### src/rtl/vc_input_buffer.sv
// rtl/vc_input_buffer.sv - router input unit with NUM_VC credit-managed virtual-channel FIFOs
//
// Purpose:
//   Holds NUM_VC independent first-word-fall-through FIFOs of DEPTH flits each.
//   One head flit per cycle is offered downstream, chosen round-robin among the
//   non-empty VCs. Every pop returns a one-cycle credit pulse to the upstream
//   router for the VC that was popped.
//
// Optional feature macro: VC_BUF_PRIO_EN
//   Defined   : VC0 has strict priority; round-robin covers VC1..NUM_VC-1 only,
//               and the RR pointer moves only on grants to non-zero VCs.
//   Undefined : plain round-robin over all VCs.
//
// Ports:
//   clk            in   clock, rising edge
//   reset          in   asynchronous, active-high reset
//   in_valid       in   upstream flit present this cycle
//   in_vc          in   target VC of the incoming flit
//   in_flit        in   incoming flit
//   out_valid      out  a flit is presented on out_flit
//   out_vc         out  VC of the presented flit
//   out_flit       out  head flit of the selected VC
//   out_ready      in   downstream accepts the presented flit
//   credit_out     out  registered one-cycle credit pulse per VC
//   vc_occupancy   out  per-VC flit count, VC i at [i*(PTR_W+1) +: PTR_W+1]
//   overflow_err   out  sticky: a flit arrived for a full VC and was dropped

module vc_input_buffer #(
    parameter int FLIT_W = 16,
    parameter int NUM_VC = 2,
    parameter int DEPTH  = 4,
    localparam int PTR_W = $clog2(DEPTH),
    localparam int VC_W  = $clog2(NUM_VC)
) (
    input  logic                          clk,
    input  logic                          reset,
    input  logic                          in_valid,
    input  logic [VC_W-1:0]               in_vc,
    input  logic [FLIT_W-1:0]             in_flit,
    output logic                          out_valid,
    output logic [VC_W-1:0]               out_vc,
    output logic [FLIT_W-1:0]             out_flit,
    input  logic                          out_ready,
    output logic [NUM_VC-1:0]             credit_out,
    output logic [NUM_VC*(PTR_W+1)-1:0]   vc_occupancy,
    output logic                          overflow_err
);

    localparam int CNT_W = PTR_W + 1;
    localparam logic [CNT_W-1:0] FULL_CNT = CNT_W'(DEPTH);

`ifdef VC_BUF_PRIO_EN
    localparam bit PRIO_EN = 1'b1;
`else
    localparam bit PRIO_EN = 1'b0;
`endif

    // Flit storage; deliberately not reset, validity is tracked by the counts.
    logic [FLIT_W-1:0] mem_q [NUM_VC][DEPTH];

    logic [PTR_W-1:0]  wr_ptr_q [NUM_VC];
    logic [PTR_W-1:0]  wr_ptr_d [NUM_VC];
    logic [PTR_W-1:0]  rd_ptr_q [NUM_VC];
    logic [PTR_W-1:0]  rd_ptr_d [NUM_VC];
    logic [CNT_W-1:0]  count_q  [NUM_VC];
    logic [CNT_W-1:0]  count_d  [NUM_VC];
    logic [VC_W-1:0]   rr_q, rr_d;
    logic [NUM_VC-1:0] credit_q, credit_d;
    logic              overflow_q, overflow_d;

    logic [VC_W-1:0]   sel;
    logic [VC_W-1:0]   cand;
    logic              any_valid;
    logic              pop;
    logic              in_full;
    logic              same_vc_pop;
    logic              push_ok;
    logic [NUM_VC-1:0] push_vec;
    logic [NUM_VC-1:0] pop_vec;

    // Grant selection from registered state only: scan upward from rr_q+1.
    // In priority mode VC0 is excluded from the scan and overrides it instead.
    always_comb begin
        sel       = '0;
        cand      = '0;
        any_valid = 1'b0;
        for (int i = 1; i <= NUM_VC; i++) begin
            cand = VC_W'((int'(rr_q) + i) % NUM_VC);
            if (!any_valid && (count_q[cand] != '0) && !(PRIO_EN && (cand == '0))) begin
                sel       = cand;
                any_valid = 1'b1;
            end
        end
        if (PRIO_EN && (count_q[0] != '0)) begin
            sel       = '0;
            any_valid = 1'b1;
        end
    end

    always_comb begin
        pop         = any_valid && out_ready;
        in_full     = (count_q[in_vc] == FULL_CNT);
        // A full VC can still take a flit when its head leaves in the same cycle.
        same_vc_pop = pop && (sel == in_vc);
        push_ok     = in_valid && (!in_full || same_vc_pop);
        overflow_d  = overflow_q | (in_valid && in_full && !same_vc_pop);

        rr_d     = rr_q;
        credit_d = '0;
        if (pop) begin
            credit_d[sel] = 1'b1;
            if (!PRIO_EN || (sel != '0)) begin
                rr_d = sel;
            end
        end

        push_vec = '0;
        pop_vec  = '0;
        for (int v = 0; v < NUM_VC; v++) begin
            push_vec[v] = push_ok && (in_vc == VC_W'(v));
            pop_vec[v]  = pop && (sel == VC_W'(v));
            wr_ptr_d[v] = wr_ptr_q[v];
            rd_ptr_d[v] = rd_ptr_q[v];
            count_d[v]  = count_q[v];
            if (push_vec[v]) begin
                wr_ptr_d[v] = wr_ptr_q[v] + PTR_W'(1);
            end
            if (pop_vec[v]) begin
                rd_ptr_d[v] = rd_ptr_q[v] + PTR_W'(1);
            end
            if (push_vec[v] && !pop_vec[v]) begin
                count_d[v] = count_q[v] + CNT_W'(1);
            end else if (pop_vec[v] && !push_vec[v]) begin
                count_d[v] = count_q[v] - CNT_W'(1);
            end
        end
    end

    always_ff @(posedge clk or posedge reset) begin
        if (reset) begin
            for (int v = 0; v < NUM_VC; v++) begin
                wr_ptr_q[v] <= '0;
                rd_ptr_q[v] <= '0;
                count_q[v]  <= '0;
            end
            // Parked on the last VC so the first grant lands on VC0.
            rr_q       <= VC_W'(NUM_VC - 1);
            credit_q   <= '0;
            overflow_q <= 1'b0;
        end else begin
            for (int v = 0; v < NUM_VC; v++) begin
                wr_ptr_q[v] <= wr_ptr_d[v];
                rd_ptr_q[v] <= rd_ptr_d[v];
                count_q[v]  <= count_d[v];
            end
            rr_q       <= rr_d;
            credit_q   <= credit_d;
            overflow_q <= overflow_d;
        end
    end

    always_ff @(posedge clk) begin
        if (push_ok) begin
            mem_q[in_vc][wr_ptr_q[in_vc]] <= in_flit;
        end
    end

    always_comb begin
        out_valid = any_valid;
        out_vc    = sel;
        out_flit  = any_valid ? mem_q[sel][rd_ptr_q[sel]] : '0;
        for (int v = 0; v < NUM_VC; v++) begin
            vc_occupancy[v*CNT_W +: CNT_W] = count_q[v];
        end
    end

    assign credit_out   = credit_q;
    assign overflow_err = overflow_q;

endmodule

### config.mk
export PLATFORM = sky130hd
export DESIGN_NAME = vc_input_buffer
export DESIGN_NICKNAME = d
export VERILOG_FILES = /design/src/rtl/vc_input_buffer.sv
export SDC_FILE = /design/constraint.sdc
export NUM_CORES = 1
export LEC_CHECK = 0
export ABC_AREA = 0
export BUFFER_PORTS_ARGS = -buffer_cell sky130_fd_sc_hd__buf_4
export CAP_MARGIN = 20
export CORE_ASPECT_RATIO = 0.7
export CORE_UTILIZATION = 40
export DETAILED_ROUTE_END_ITERATION = 8
export PLACE_DENSITY_LB_ADDON = 0.25
export SLEW_MARGIN = 25
export SYNTH_ARGS = -nofsm -noshare
export SYNTH_HDL_FRONTEND = slang
export SYNTH_SLANG_ARGS = --single-unit
### constraint.sdc
create_clock -name clk -period 5.3 [get_ports clk]
set_input_delay 0.53 -clock clk [delete_from_list [all_inputs] [get_ports clk]]
set_output_delay 0.53 -clock clk [all_outputs]
set_load 0.01 [all_outputs]
## Word level (Yosys, flattened, before mapping)

Memories as Yosys holds them, arrays and structs flattened.
Index checks and enable logic that the tools add are counted.
Widths: inputs -> output; s select.

| word-level totals | value |
|---|---|
| register bits | 18 |
| RAM bits | 128 |
| bits of input ports | 21 |
| output and inout port bits | 27 |
| logic and storage cells | 102 |
| memories kept | 1 |

Memory list:

| memory | words | width | read ports | clocked after Yosys merged registers in | write ports | line | source |
|---|---|---|---|---|---|---|---|
| mem_q | 2 | 64 | 1 | 0 | 1 | 59 | `logic [FLIT_W-1:0] mem_q [NUM_VC][DEPTH];` |

| operators by class | value |
|---|---|
| add/subtract/negate cells | 10 |
| magnitude comparators | 9 |
| equality and inequality tests | 2 |
| mux-type cells | 34 |
| bitwise operators | 9 |
| reduce and logical (&&, ||, !) cells | 28 |

Operators by type and width:

| cell | number |
|---|---|
| $mux 16 | 4 |
| $mux 64 | 1 |
| $mux 3 | 13 |
| $bmux 16 s2 | 1 |
| $demux 16 s2 | 1 |
| $logic_and 1x1->1 | 16 |
| $mux 2 | 7 |
| $add 2x1->2 const B | 4 |
| $ge 2x2->1 const B | 4 |
| $not 1->2 | 4 |
| $logic_not 1->1 | 7 |
| $add 3x1->3 const B | 2 |
| $ge 3x3->1 const B | 2 |
| $mux 1 | 6 |
| $not 2->3 | 2 |
| $reduce_bool 3->1 | 2 |
| $sub 3x1->3 const B | 2 |
| $reduce_bool 2->1 | 2 |
| $eq 3x3->1 const B | 1 |
| $lt 3x1->1 const B | 1 |
| $add 1x1->1 const B | 2 |
| $lt 1x2->1 const B | 1 |
| $not 1->1 | 2 |
| $demux 1 s1 | 1 |
| other kinds (4) | 4 |

## Longest topological paths before layout

| logic depth | value |
|---|---|
| depth after elaboration | 19 |
| mapped depth | 11 |
| gate-level depth less buffers | 11 |

## Worst setup path before layout

OpenSTA, ideal clock, no wires.

| timing | value |
|---|---|
| kind | register to register |
| start point | register count_q, in the netlist vc_occupancy[0] |
| end point | memory mem_q[1][16] (netlist bit), enable pin |
| library setup time | 0.436 ns |
| arrival | 2.757 ns |
| required time | 4.864 ns |
| slack | 2.107 ns |
| cell stages (with the launch flop) | 4 |
| buffers on the path | 0 |
| period minus slack after synthesis | 3.193 ns |
| path through | dfrtp_1 -> o31ai_4 -> a21oi_1 -> nor4b_1 |

| on the way | value |
|---|---|
| word-level cells in the longest chain between the ends | 14 |
| elaborated cells on any way between the ends | 26 |
| those cells by class | eq/ne (2); mux (15); reduce/logical (9) |

Ends and longest elaborated chain:

| item | line | source |
|---|---|---|
| from (decl) | 65 | `logic [CNT_W-1:0] count_q [NUM_VC];` |
| from (signal, indexed assignment) | 154 | `count_q[v] <= count_d[v];` |
| $mux 3 (implied by the code) (3 in a row) | 89 | `if (!any_valid && (count_q[cand] != '0) && !(PRIO_EN && (cand == '0))) begin` |
| $reduce_bool 3->1 | 89 |  |
| $mux 1 | 89 |  |
| $logic_not 1->1 | 89 |  |
| $logic_and 1x1->1 | 89 |  |
| $mux 1 | 89 |  |
| $eq 1x1->1 or $logic_and 1x1->1 (tied branches) | 104, 101 |  |
| $logic_and 1x1->1 | 104 | `same_vc_pop = pop && (sel == in_vc);` |
| $logic_or 1x1->1 * | 105 | `push_ok = in_valid && (!in_full \|\| same_vc_pop);` |
| $logic_and 1x1->1 * | 105 |  |
| $mux 1 * | 163 | `if (push_ok) begin` |
| $mux 64 (implied by the code) * | 164 | `mem_q[in_vc][wr_ptr_q[in_vc]] <= in_flit;` |
| to (decl) | 59 |  |

Mark *: on every way between the ends. The rest lies on a longest branch, timed or not. The select of a mux whose other input is x is not followed.

## Worst setup path after layout

| timing | value |
|---|---|
| start point | register count_q, in the netlist vc_occupancy[0] |
| end point | output out_flit[6] |

| on the way | value |
|---|---|
| word-level cells in the longest chain between the ends | 17 |
| elaborated cells on any way between the ends | 24 |
| those cells by class | mux (17); bitwise (2); reduce/logical (4); memory (1) |

Ends and longest elaborated chain:

| item | line | source |
|---|---|---|
| $mux 3 (implied by the code) (3 in a row) | 89 |  |
| $reduce_bool 3->1 | 89 |  |
| $mux 1 | 89 |  |
| $logic_not 1->1 | 89 |  |
| $logic_and 1x1->1 | 89 |  |
| $mux 1 | 89 |  |
| $not 1->2 (implied by the code) | 171 | `out_flit = any_valid ? mem_q[sel][rd_ptr_q[sel]] : '0;` |
| $mux 2 (implied by the code) (3 in a row) | 171 |  |
| $not 2->3 (implied by the code) | 171 |  |
| $bmux 16 s2 | 171 |  |
| $mux 16 (implied by the code) (2 in a row) | 171 |  |
| $mux 16 * | 171 |  |
| to (decl) | 42 | `output logic [FLIT_W-1:0] out_flit,` |

Marked as above.

==> metrics.txt <==
status=completed; post-synthesis simple-gate area fraction=under 10%; Initial Util=approximately 41%; dominant cells by area after synthesis=edfxtp_1, mux2i_1, dfrtp_1; final instance area=7250 µm²; nature of the critical path startpoint=register; PwrDens=between 600 and 700 nW/µm²; antenna-violating nets left=0; RR Startpoint=vc_occupancy[0]; RSZ-0062 raised after global routing=no; worst-margin pin slew=slightly below 1 ns; buffers added on ports=47; cells after synthesis=between 300 and 400; Diodes inserted=0; die area=15,600 µm²; EDFF count, synth=128; Max Buffers Root-to-Sink=2; number of fill cells=roughly 1,300; via count of the routed design=between 3,000 and 4,000; Hold Buf Count CTS=0; mux contribution to synthesized area=roughly 14%; register area share after synthesis=a little under three quarters; Pins Over Slew Limit=0; slowest stage cell, crit path=dfrtp_1; met2 WL post-DR=between 5 and 6 mm; Post-Layout Cell Count=between 600 and 700; peak supply drop=between 0.0004 and 0.0005 V; Final Setup Violations=0; largest family of logic cells by synthesized area=multiplexers; Synth Flop Type=edfxtp_1; drt first pass iters=4; HPWL after DPL=around 7.1 mm; maxcap violations=0; worst setup path category=reg2out; Worst EP required=around 4.8 ns; leading area contributor after synthesis=edfxtp_1; Die Ht=around 100 µm; Clock Root Buffer=clkbuf_16; WL met1=approximately 6 mm; Post-DP Area=6630 µm²; xor/xnor share of the synthesized area=1.89%; Final Wtd Congestion=0.724; Worst Hold Class=in2async; Async SR Flop Fraction=between 10% and 20%; reg2reg setup slack=between 2 and 2.5 ns; worst r2r dst=vc_occupancy[4]; Static Leak=2.71 nW; worst path cell trace=o31ai_4 -> nand2_4 -> inv_4 -> o2bb2ai_2 -> a32o_1 -> buf_4; cts repair resizes=0; Die Wd=between 100 and 150 µm; Synth cell types=between 40 and 50; antenna violations before repair=0; total CTS buffers=17; critical path data arrival time=2.82 ns; DR WL/cell=~20 µm; row cnt=37; Net Count, Synth=381; final worst-path cycle share=63.3%; # placed instances=a little under 600; htree depth=4; WL met3=~500 µm; clock slew at reported path FFs=approximately 0.06 ns; final net count=between 400 and 500; worst stage delay on the critical path=~0.48 ns; DRT Wirelength=12.1 mm; Mapped Area=6020 µm²; Final Hold Vio Count=0; largest net degree at the start of global routing=36; Post-route DRC=0; Ys Warns=0; Final Skew=around 0.0074 ns; Post-CTS Setup Bufs=0; core area=around 15,000 µm²; first-pass GRT wire length=roughly 19 mm; Remaining Overflow, GRT=0; compound-gate portion of the synthesized area=approximately 4.5%; vias per cell=5.17; #FFs+latches synth=about 150; vias in the first global route=3,382; CTS tree=built; Total Neg Setup Slack=0 ns; worst reg-to-reg path cell count=8; area growth from synthesis to layout=20.3%; worst-path maximum fanout=35; final worst path period need=about 3.4 ns; max frequency=between 0.2 and 0.3 GHz; post-synthesis adder-cell area fraction=1.08%; initial DRC count=343; Max Used Layer=met4; Slew Limit Headroom=between 30% and 40%; clk_lat worst skew=slightly above 0.4 ns; clock sinks=between 100 and 150; top cell type's share of synthesized area=63.8%; gr usage total=around 17%; Worst setup EP type=output port; share of layout cells above drive strength 1=around 27%; io pins=48; Mean Syn Cell Area=around 17 µm²
-- metrics by stage --
| stage | power, mW | util [%] | setup WS (ns) | hold WS (ns) |
|---|---|---|---|---|
| after floorplan | 2.69 | - | 2.11 | 0.468 |
| after CTS | 4.55 | 49.2 | 1.89 | 0.242 |
| after global placement | 3.29 | 45.1 | 2.38 | 0.450 |
| after detailed placement | 3.32 | 45.1 | 2.35 | 0.458 |
| final | 4.50 | 49.2 | 1.95 | 0.225 |
| after global routing | 4.72 | 49.2 | 1.78 | 0.265 |
-- routing by layer --
metal / global-route usage, % / up-vias
met1: 23.6 / 1659
li1: - / 1490
met4: 4.86 / 0
met3: 3.76 / 5
met5: 0 / -
met2: 26.2 / 70
-- where the power goes --
part	internal (mW)	total [mW]	switching [mW]	leakage (nW)
logic	0.763	1.57	0.808	1.06
registers	1.44	1.70	0.260	1.37
clock network	0.745	1.23	0.482	0.286
-- sequential cells by signal, indices dropped and copies added, names as in the netlist --
register      cells
rd_ptr_q          4
credit_out        2
vc_occupancy      6
wr_ptr_q          4
mem_q           128
overflow_err      1
rr_q              1
-- cell families after synthesis --
| family | after synthesis |
|---|---|
| AOI/OAI and AO/OA | 27 |
| xor gates and xnor gates | 13 |
| adders and majority gates | 4 |
| buffers and inverters | 22 |
| DFF | 146 |
| muxes | 81 |
| and+or+nand+nor | 63 |
-- critical path, delay by kind of cell, from the launching register on --
kind                   cells  cell delay (ns)
buffers and inverters      2             0.58
AOI/OAI and AO/OA          3             1.11
DFF                        1             0.48
and+or+nand+nor            1             0.23
-- worst max-delay path by stage --
stage                          from            to  slack [ns]  depth (start not counted)
finish              vc_occupancy[0]   out_flit[6]        1.95                          6
floorplan           vc_occupancy[0]  mem_q[1][16]        2.11                          3
global route        vc_occupancy[0]  out_flit[13]        1.78                          6
global placement    vc_occupancy[0]   out_flit[6]        2.38                          6
CTS                 vc_occupancy[0]   out_flit[6]        1.89                          6
detailed placement  vc_occupancy[0]   out_flit[6]        2.35                          6
-- synth_stat cells (2+ instances only) --
library cell	instances
inv_1	6
dfrtp_1	17
nand2_1	36
xor2_1	6
o21ai_2	2
nor2_1	4
mux2i_1	76
buf_4	2
buf_1	2
nand3_1	2
edfxtp_1	128
or3_1	2
ha_1	2
mux2_2	2
a32o_1	15
fa_1	2
mux4_2	2
a21oi_1	2
buf_2	9
nor3_1	6
xnor2_1	7
-- layout make-up --
cell class              instances  area, µm²  share of cell area, %
inverters                       8       32.5                  0.449
multi-input cells             188       1650                   22.8
repair buffers                 54        405                   5.59
clock buffers                  17        425                   5.87
clock inverters                15        183                   2.52
flip-flops and latches        146       4300                   59.4
well taps                     195        244                   3.37
-- cells in the final DEF (no fill, tap or decap), types with 3 or more instances in the layout --
master      netlist  final
clkinv_4          0      3
clkbuf_16         0     17
inv_6             0      3
buf_4             2     54
inv_1             6      6
clkinvlp_4        0      4
xor2_1            6      6
xnor2_1           7      7
bufinv_16         0      3
edfxtp_1        128    128
a32o_1           15     15
dfrtp_1          17     15
nor3_2            1      5
mux2i_1          76     76
nand2_1          36     36
nor2_1            4      4
No activity file was read; power rests on OpenSTA's default activity.
